File: config.mk
export PLATFORM = sky130hd
export DESIGN_NAME = wb_cmd_master
export DESIGN_NICKNAME = d
export VERILOG_FILES = /design/src/rtl/wb_cmd_master_pkg.sv /design/src/rtl/wb_lane_mux.sv /design/src/rtl/wb_cmd_master.sv
export SDC_FILE = /design/constraint.sdc
export NUM_CORES = 1
export LEC_CHECK = 0
export ABC_AREA = 1
export ABC_CLOCK_PERIOD_IN_PS = 3700
export CAP_MARGIN = 15
export CORE_MARGIN = 5
export CORE_UTILIZATION = 46
export CTS_BUF_LIST = sky130_fd_sc_hd__clkbuf_4
export DETAILED_ROUTE_END_ITERATION = 10
export PLACE_DENSITY = 0.9
export SYNTH_ARGS = -nofsm -noshare
export SYNTH_HDL_FRONTEND = slang
export SYNTH_SLANG_ARGS = --single-unit
File: constraint.sdc
create_clock -name i_clk -period 3.7 [get_ports i_clk]
set_input_delay 0.555 -clock i_clk [delete_from_list [all_inputs] [get_ports i_clk]]
set_output_delay 0.555 -clock i_clk [all_outputs]
set_load 0.05 [all_outputs]
File: src/rtl/wb_cmd_master_pkg.sv
// Shared definitions for the command-driven Wishbone initiator: FSM state
// encoding, lane-selection constants for the 128-bit bus and timeout defaults.
package wb_cmd_master_pkg;

   typedef enum logic [1:0] {
      ST_IDLE = 2'd0,
      ST_BUS  = 2'd1,
      ST_RESP = 2'd2
   } state_e;

   // In 128-bit mode the 32-bit lane is chosen by byte-address bits [3:2].
   localparam int LANE_SEL_LSB = 2;
   localparam int LANE_SEL_MSB = 3;
   localparam int LANES_128    = 4;

   localparam int DEFAULT_TIMEOUT = 255;

   // Timeout counter width; kept at least 1 bit so a disabled timeout (0)
   // still yields a legal vector.
   function automatic int tmo_cnt_width(input int timeout_cycles);
      int w;
      w = $clog2(timeout_cycles + 1);
      return (w < 1) ? 1 : w;
   endfunction

endpackage

File: src/rtl/wb_lane_mux.sv
// 32-bit command word <-> Wishbone data bus lane steering. Pure combinational.
// For a 128-bit bus: write data replicated on all lanes, byte selects shifted
// to the addressed lane, read data taken from the addressed lane.
module wb_lane_mux
   import wb_cmd_master_pkg::*;
#(
   parameter int WB_DWIDTH = 32,
   parameter int WB_SWIDTH = 4
) (
   input  logic [1:0]           lane_i,
   input  logic [31:0]          wr_dat_i,
   input  logic [3:0]           wr_sel_i,
   input  logic [WB_DWIDTH-1:0] wb_rd_dat_i,
   output logic [WB_DWIDTH-1:0] wb_wr_dat_o,
   output logic [WB_SWIDTH-1:0] wb_sel_o,
   output logic [31:0]          rd_dat_o
);

   generate
      if (WB_DWIDTH == 128) begin : g_wide
         assign wb_wr_dat_o = {LANES_128{wr_dat_i}};
         assign wb_sel_o    = {12'b0, wr_sel_i} << {lane_i, 2'b00};

         // Pick the 32-bit read lane addressed by the latched address bits.
         always_comb begin
            rd_dat_o = wb_rd_dat_i[31:0];
            case (lane_i)
               2'd1:    rd_dat_o = wb_rd_dat_i[63:32];
               2'd2:    rd_dat_o = wb_rd_dat_i[95:64];
               2'd3:    rd_dat_o = wb_rd_dat_i[127:96];
               default: rd_dat_o = wb_rd_dat_i[31:0];
            endcase
         end
      end else begin : g_narrow
         logic unused_lane;
         assign unused_lane = &{1'b0, lane_i};
         assign wb_wr_dat_o = wr_dat_i;
         assign wb_sel_o    = wr_sel_i;
         assign rd_dat_o    = wb_rd_dat_i;
      end
   endgenerate

endmodule

File: src/rtl/wb_cmd_master.sv
// Command-driven Wishbone classic single-cycle initiator.
//
// Handshakes: both the command port (i_cmd_valid/o_cmd_ready) and the response
// port (o_rsp_valid/i_rsp_ready) transfer exactly on a rising edge where valid
// and ready are both high. A producer holds valid and its payload stable until
// that edge; ready may be asserted independently of valid.
//
// cyc/stb are registered and fall at the edge where ack/err is sampled, so a
// slave that builds ack combinationally from stb never sees a second strobe.
module wb_cmd_master
   import wb_cmd_master_pkg::*;
#(
   parameter int WB_DWIDTH      = 32,
   parameter int WB_SWIDTH      = 4,
   parameter int TIMEOUT_CYCLES = DEFAULT_TIMEOUT
) (
   input  logic                 i_clk,
   input  logic                 i_rst,
   input  logic                 i_cmd_valid,
   output logic                 o_cmd_ready,
   input  logic                 i_cmd_we,
   input  logic [31:0]          i_cmd_adr,
   input  logic [31:0]          i_cmd_dat,
   input  logic [3:0]           i_cmd_sel,
   output logic                 o_rsp_valid,
   input  logic                 i_rsp_ready,
   output logic [31:0]          o_rsp_dat,
   output logic                 o_rsp_err,
   output logic                 o_rsp_timeout,
   output logic [31:0]          o_wb_adr,
   output logic [WB_SWIDTH-1:0] o_wb_sel,
   output logic                 o_wb_we,
   output logic [WB_DWIDTH-1:0] o_wb_dat,
   input  logic [WB_DWIDTH-1:0] i_wb_dat,
   output logic                 o_wb_cyc,
   output logic                 o_wb_stb,
   input  logic                 i_wb_ack,
   input  logic                 i_wb_err,
   output logic [1:0]           o_dbg_state
);

   localparam int               CNT_W     = tmo_cnt_width(TIMEOUT_CYCLES);
   localparam logic [CNT_W-1:0] TMO_LIMIT = CNT_W'(TIMEOUT_CYCLES);

   state_e             state_q;
   logic [31:0]        adr_q;
   logic [31:0]        dat_q;
   logic [3:0]         sel_q;
   logic               we_q;
   logic               cyc_q;
   logic               rsp_valid_q;
   logic [31:0]        rsp_dat_q;
   logic               rsp_err_q;
   logic               rsp_to_q;
   logic [CNT_W-1:0]   tmo_cnt_q;
   logic [CNT_W-1:0]   tmo_cnt_d;
   logic [31:0]        rd_dat;
   logic               cmd_accept;

   wb_lane_mux #(
      .WB_DWIDTH (WB_DWIDTH),
      .WB_SWIDTH (WB_SWIDTH)
   ) u_lane_mux (
      .lane_i      (adr_q[LANE_SEL_MSB:LANE_SEL_LSB]),
      .wr_dat_i    (dat_q),
      .wr_sel_i    (sel_q),
      .wb_rd_dat_i (i_wb_dat),
      .wb_wr_dat_o (o_wb_dat),
      .wb_sel_o    (o_wb_sel),
      .rd_dat_o    (rd_dat)
   );

   // Ready is gated by reset so it reads 0 during reset and 1 in the very
   // first cycle after reset is released.
   assign o_cmd_ready = (state_q == ST_IDLE) & ~i_rst;
   assign cmd_accept  = i_cmd_valid & o_cmd_ready;

   // Next value of the strobe-cycle counter.
   always_comb begin
      tmo_cnt_d = tmo_cnt_q + CNT_W'(1);
   end

   // Request/bus/response FSM with all outputs registered.
   always_ff @(posedge i_clk) begin
      if (i_rst) begin
         state_q     <= ST_IDLE;
         adr_q       <= '0;
         dat_q       <= '0;
         sel_q       <= '0;
         we_q        <= 1'b0;
         cyc_q       <= 1'b0;
         rsp_valid_q <= 1'b0;
         rsp_dat_q   <= '0;
         rsp_err_q   <= 1'b0;
         rsp_to_q    <= 1'b0;
         tmo_cnt_q   <= '0;
      end else begin
         case (state_q)
            ST_IDLE: begin
               if (cmd_accept) begin
                  adr_q     <= i_cmd_adr;
                  dat_q     <= i_cmd_dat;
                  sel_q     <= i_cmd_sel;
                  we_q      <= i_cmd_we;
                  cyc_q     <= 1'b1;
                  tmo_cnt_q <= '0;
                  state_q   <= ST_BUS;
               end
            end
            ST_BUS: begin
               if (i_wb_err) begin
                  // err wins over a simultaneous ack; no data is returned
                  cyc_q       <= 1'b0;
                  rsp_valid_q <= 1'b1;
                  rsp_err_q   <= 1'b1;
                  rsp_dat_q   <= '0;
                  state_q     <= ST_RESP;
               end else if (i_wb_ack) begin
                  cyc_q       <= 1'b0;
                  rsp_valid_q <= 1'b1;
                  rsp_dat_q   <= we_q ? 32'h0 : rd_dat;
                  state_q     <= ST_RESP;
               end else if ((TIMEOUT_CYCLES != 0) && (tmo_cnt_d == TMO_LIMIT)) begin
                  cyc_q       <= 1'b0;
                  rsp_valid_q <= 1'b1;
                  rsp_to_q    <= 1'b1;
                  rsp_dat_q   <= '0;
                  state_q     <= ST_RESP;
               end else begin
                  tmo_cnt_q <= tmo_cnt_d;
               end
            end
            ST_RESP: begin
               if (i_rsp_ready) begin
                  rsp_valid_q <= 1'b0;
                  rsp_dat_q   <= '0;
                  rsp_err_q   <= 1'b0;
                  rsp_to_q    <= 1'b0;
                  state_q     <= ST_IDLE;
               end
            end
            default: begin
               cyc_q       <= 1'b0;
               rsp_valid_q <= 1'b0;
               state_q     <= ST_IDLE;
            end
         endcase
      end
   end

   assign o_wb_adr      = adr_q;
   assign o_wb_we       = we_q;
   assign o_wb_cyc      = cyc_q;
   assign o_wb_stb      = cyc_q;
   assign o_rsp_valid   = rsp_valid_q;
   assign o_rsp_dat     = rsp_dat_q;
   assign o_rsp_err     = rsp_err_q;
   assign o_rsp_timeout = rsp_to_q;
   assign o_dbg_state   = state_q;

endmodule

### After elaboration in Yosys (flattened, before gate mapping)

Index checks and enable logic that the tools add are counted.

| word-level totals | value |
|---|---|
| word-level logic and storage cells | 71 |
| flip-flop bits (word level) | 115 |
| output and inout bits | 109 |
| input port bits | 107 |

| operators by class | value |
|---|---|
| $add $sub $neg | 1 |
| mux-type cells | 32 |
| reductions and logical operators | 11 |
| bitwise operators | 5 |
| eq/ne operators | 11 |

Operator list:

| operator | number |
|---|---|
| two-way mux 32 bit | 5 |
| one-hot mux 32 bit (2 select lines) | 1 |
| two-way mux 8 bit | 4 |
| one-hot mux 8 bit (2 select lines) | 1 |
| AND reduction 3 bit | 5 |
| inequality test 2 bit, second input constant | 7 |
| two-way mux 1 bit | 11 |
| two-way mux 2 bit | 5 |
| AND reduction 5 bit | 2 |
| adder 8 x 1 -> 8 bit, second input constant | 1 |
| == test 8 bit, second input constant | 1 |
| one-hot mux 1 bit (3 select lines) | 2 |
| one-hot mux 2 bit (3 select lines) | 1 |
| inequality test 4 bit, second input constant | 1 |
| one-hot mux 1 bit (2 select lines) | 2 |
| nonzero test 2 bit | 2 |
| inverter 1 bit | 3 |
| AND 1 bit | 2 |
| == test 2 x 1 -> 1 bit, second input constant | 1 |
| == test 2 bit, second input constant | 1 |
| logical NOT 2 bit | 1 |
| AND reduction 2 bit | 1 |

### Longest topological paths before layout

| logic depth | value |
|---|---|
| depth in word-level cells | 6 |
| mapped depth | 15 |
| mapped depth without buffers | 14 |

### Hierarchy

Synthesis repeated with hierarchy kept, for this count alone.

| second synthesis, totals | value |
|---|---|
| cells, all modules | 737 |
| area, all modules | 5,187.5 um2 |

By module, submodules not included:

| module | instances | area an instance (um2) | cells an instance | seq. area each (um2) |
|---|---|---|---|---|
| wb_cmd_master | 1 | 4,677.0 | 669 | 2,302.2 |
| wb_lane_mux | 1 | 510.5 | 68 | 0.0 |

### Worst setup path after synthesis

Ideal clock, no wire load.

| path | value |
|---|---|
| kind | flip-flop to flip-flop |
| start | reg state_q[0], in the netlist o_dbg_state[0] |
| end | reg tmo_cnt_q[1] |
| setup time | 0.113 ns |
| setup slack | 0.958 ns |
| stages on the path, launching flop included | 11 |
| path buffers | 1 |
| data required time | 3.587 ns |
| arrival time | 2.629 ns |
| clock period less this slack | 2.742 ns |
| path through | dfxtp_1 > inv_1 > ha_1 > inv_1 > nor2_1 > nand2_1 > nand2_1 > nand4_1 > buf_2 > nor2_1 > nor2_1 |

| between the ends | value |
|---|---|
| cells in the longest elaborated chain, start to end | 5 |
| elaborated cells on any way between the ends | 11 |
| those cells by class | eq/ne: 5; mux: 1; bitwise: 2; reduce/logical: 3 |

Ends and longest elaborated chain:

| item | line | RTL |
|---|---|---|
| start: declaration | wb_cmd_master.sv:45 | `state_e state_q;` |
| start signal: assignment | wb_cmd_master.sv:86 | `state_q <= ST_IDLE;` |
| start signal: assignment | wb_cmd_master.sv:107 | `state_q <= ST_BUS;` |
| start signal: assignment | wb_cmd_master.sv:117 | `state_q <= ST_RESP;` |
| logical NOT 2 bit | wb_cmd_master.sv:75 | `assign o_cmd_ready = (state_q == ST_IDLE) & ~i_rst;` |
| AND 1 bit | wb_cmd_master.sv:75 |  |
| named net o_cmd_ready | wb_cmd_master.sv:20 | `output logic o_cmd_ready,` |
| AND 1 bit | wb_cmd_master.sv:76 | `assign cmd_accept = i_cmd_valid & o_cmd_ready;` |
| inequality test 2 bit (no line) | -- |  |
| AND reduction 5 bit (no line) | -- |  |
| end signal: assignment | wb_cmd_master.sv:130 | `tmo_cnt_q <= tmo_cnt_d;` |
| end: declaration | wb_cmd_master.sv:55 | `logic [CNT_W-1:0] tmo_cnt_q;` |

The timed path passes the listed nets, and every way through them passes these cells.
A chain may end at the register's enable or synchronous reset.

### Final worst setup path

| path | value |
|---|---|
| start | reg state_q[1], in the netlist o_dbg_state[1] |
| end | out o_cmd_ready |

| between the ends | value |
|---|---|
| cells in the longest elaborated chain, start to end | 2 |

Ends and longest elaborated chain:

| item | line |
|---|---|
| logical NOT 2 bit | wb_cmd_master.sv:75 |
| AND 1 bit | wb_cmd_master.sv:75 |
| end: declaration | wb_cmd_master.sv:20 |

No other way between the ends.

==> impl_metrics.csv <==
group,metric,value,unit
run_status,status,"finished clean",
timing,fin_crit,2.812,ns
logic_synthesis,synthDistinctLibCells,25,
die,start_util,47.39,%
cells_and_area,num_antenna_cells,0,
die,die_h,110.6,um
place,gp_congestion,0.8672,
clocking,clk_pin_slew,0.12,ns
timing,timing.final.crit_share,75.99,%
clocking,h-tree-depth,4,
timing,maxSlewViolCount,0,
cells_and_area,drive_gt1_share,5.455,%
die,io_pins,216,
logic_synthesis,synth.ff_latch_count,115,
logic_synthesis,yosysWarnings,0,
timing,layout_setup_ws,0.8883,ns
timing,hold_viol,0,
clocking,clk_latency,0.49,ns
clocking,holdBufCountCts,0,
power_and_ir_drop,finalPower,0.006530,W
drt,remaining_drc_errors,0,
clocking,cts_made_buffers,17,
logic_synthesis,synth-xor-area-share,0,%
setup_path,cp.arrival,2.26,ns
drt,dr.pass1.iters,4,
grt,grt_pass1_vias,4424,
setup_path,path_max_fanout,5,
cells_and_area,final_nets,979,
cells_and_area,multi_input_area,2032,um2
setup_path,crit_slowest_cell,"clkdlybuf4s50_1",
die,die_w,110.6,um
grt,grt_max_degree,71,
logic_synthesis,synth-edff-count,0,
setup_path,path_common_cell,"inv_1",
logic_synthesis,synthAdderAreaFrac,1.344,%
die,core-area,9819,um2
clocking,cts_buffer_depth,2,
timing,relSlewSlack,49.60,%
logic_synthesis,netlist_top_cells_area,"dfxtp_1, nand2_1, nand3_1",
logic_synthesis,synth_top_family_by_area,"simple AND/OR/NAND/NOR gates",
setup_path,crit_type,"reg -> out",
cells_and_area,seqCellArea,2302,um2
timing,setup-violations-final,0,
power_and_ir_drop,p_leak,3.195,nW
drt,vias,4790,
logic_synthesis,synth_compound_area_share,1.506,%
timing,finalSetupTns,0,ns
clocking,cts_num_sinks,115,
drt,drtAntennaViolNets,0,
place,place_ws,1.078,ns
grt,grt_pass1_wl,21470,um
logic_synthesis,yosysTopAreaCell,"dfxtp_1",
clocking,ctsResizeCount,0,
setup_path,critPathLaunchType,"register",
timing,rsz0062_at_grt,"no",
grt,grt_overflow,0,
grt,grt_use_total,21.37,%
timing,tightest_slew,0.7551,ns
worst_hold_path,hold_end,"dat_q[29]",
logic_synthesis,synth_flop_cell,"dfxtp_1",
worst_hold_path,worstHoldPathType,"reg -> reg",
clocking,cts_tree,"done",
logic_synthesis,synthArstFlopShare,0,%
worst_hold_path,hold_start,"dat_q[29]",
drt,drt_iter0_drc,293,
timing,finalClockSkew,0.01587,ns
logic_synthesis,synthSimpleGateAreaFrac,40.76,%
logic_synthesis,synth_area_per_cell,6.987,um2
drt,post_drt_wl_per_cell,13.30,um
place,io_buffers,215,
logic_synthesis,synth_top_area_share,49.48,%
clocking,post_cts_buffers,0,
die,num_rows,36,
logic_synthesis,netlist_instances,666,
setup_path,r2r_setup_slack,1.51,ns
setup_path,cp-end-kind,"output pin",
logic_synthesis,yosysSeqAreaShare,49.48,%
cells_and_area,syn2layout_area_growth,53.94,%
setup_path,rr_startpoint,"tmo_cnt_q[1]",
logic_synthesis,synth.area.mux_share,0,%
setup_path,reg2reg_depth,12,
worst_hold_path,min_path_cells,2,
setup_path,crit_chain,"inv_1 > ha_1 > inv_1 > nor2_1 > clkdlybuf4s50_1",
timing,max_freq,0.3557,GHz
logic_synthesis,yosysMostFrequentCell,"nand2_1",
grt,grt_antenna_before_repair,0,
clocking,root_buffer,"clkbuf_4",
setup_path,critical_path.max_stage_delay,0.84,ns
logic_synthesis,syn-num-nets,778,
job,drv_cap,0,
setup_path,r2r-end,"o_rsp_dat[18]",
logic_synthesis,synthTopCellsByCount,"nand2_1, dfxtp_1, nor2_1, nand3_1, inv_1",
die,dieArea,12230,um2
drt,totalWireLength,13480,um
cells_and_area,nFillCells,788,
power_and_ir_drop,powerDensity,911.7,nW/um2
logic_synthesis,syn_area,4653,um2
setup_path,crit_required,3.14,ns
power_and_ir_drop,peakVddDrop,551.9,uV
drt,viasPerCell,4.729,
place,place_hpwl,9653,um
-- worst max-delay path: cells and delay by family, from the launching register on --
kind | cells | cell delay (ns)
and+or+nand+nor | 1 | 0.16
buffers and inverters | 3 | 1.05
adders and majority gates | 1 | 0.20
DFF | 1 | 0.35
-- per-layer routing --
layer,track usage (%),up-vias,share of wire (%)
li1,-,2481,-
met1,22.87,2115,39
met2,36.57,178,49
met3,11.93,16,11
met4,5.255,0,1.3
met5,0,-,0
-- cells by family after synthesis --
family | after synthesis
fa+ha+maj | 5
buf+inv | 70
flops | 115
compound gates | 12
simple gates | 464
-- metrics by stage --
step	utilization (%)	hold WS (ns)	cells	instance area [um2]
after floorplan	-	0.5092	666	4653
after global routing	72.95	0.4870	1013	7163
after CTS	72.95	0.4710	1013	7163
final	72.95	0.4688	1013	7163
after detailed placement	69.55	0.4560	981	6829
after global placement	69.55	0.4510	981	6829
-- power breakdown --
group          internal (W)  switching [W]
clock network      0.000543       0.000511
logic               0.00116        0.00245
registers           0.00164       0.000228
-- cell type report --
cell class,instances,share of cell area [%]
flip-flops and latches,115,32.14
clock buffers,17,1.782
clock inverters,15,2.882
inverters,32,1.764
multi-input cells,481,28.37
repair buffers,220,30.74
well taps,133,2.323
-- cell usage in the layout (no fill, tap or decap), drive strengths merged --
master	n
nand2	280
clkdlybuf4s50	215
dfxtp	115
nor2	93
nand3	84
inv	33
clkbuf	17
clkinv	9
nand4	7
ha	5
buf	5
o21ai	5
a21oi	4
bufinv	4
a31oi	2
a311oi	1
clkinvlp	1
-- registers in the layout (all words and copies together) (netlist names), 2 cells and up --
| register | flops |
|---|---|
| tmo_cnt_q | 8 |
| o_wb_adr | 32 |
| o_dbg_state | 2 |
| sel_q | 4 |
| dat_q | 32 |
| o_rsp_dat | 32 |
-- worst max-delay path by stage --
stage                               from           end  slack [ns]
after detailed placement           i_rst   o_cmd_ready        1.08
final                     o_dbg_state[1]   o_cmd_ready        0.89
after global placement             i_rst   o_cmd_ready        1.09
after floorplan           o_dbg_state[0]  tmo_cnt_q[1]        0.96
after global routing      o_dbg_state[1]   o_cmd_ready        0.74
after CTS                 o_dbg_state[1]   o_cmd_ready        0.86
Power figures use the tool's default switching activity.
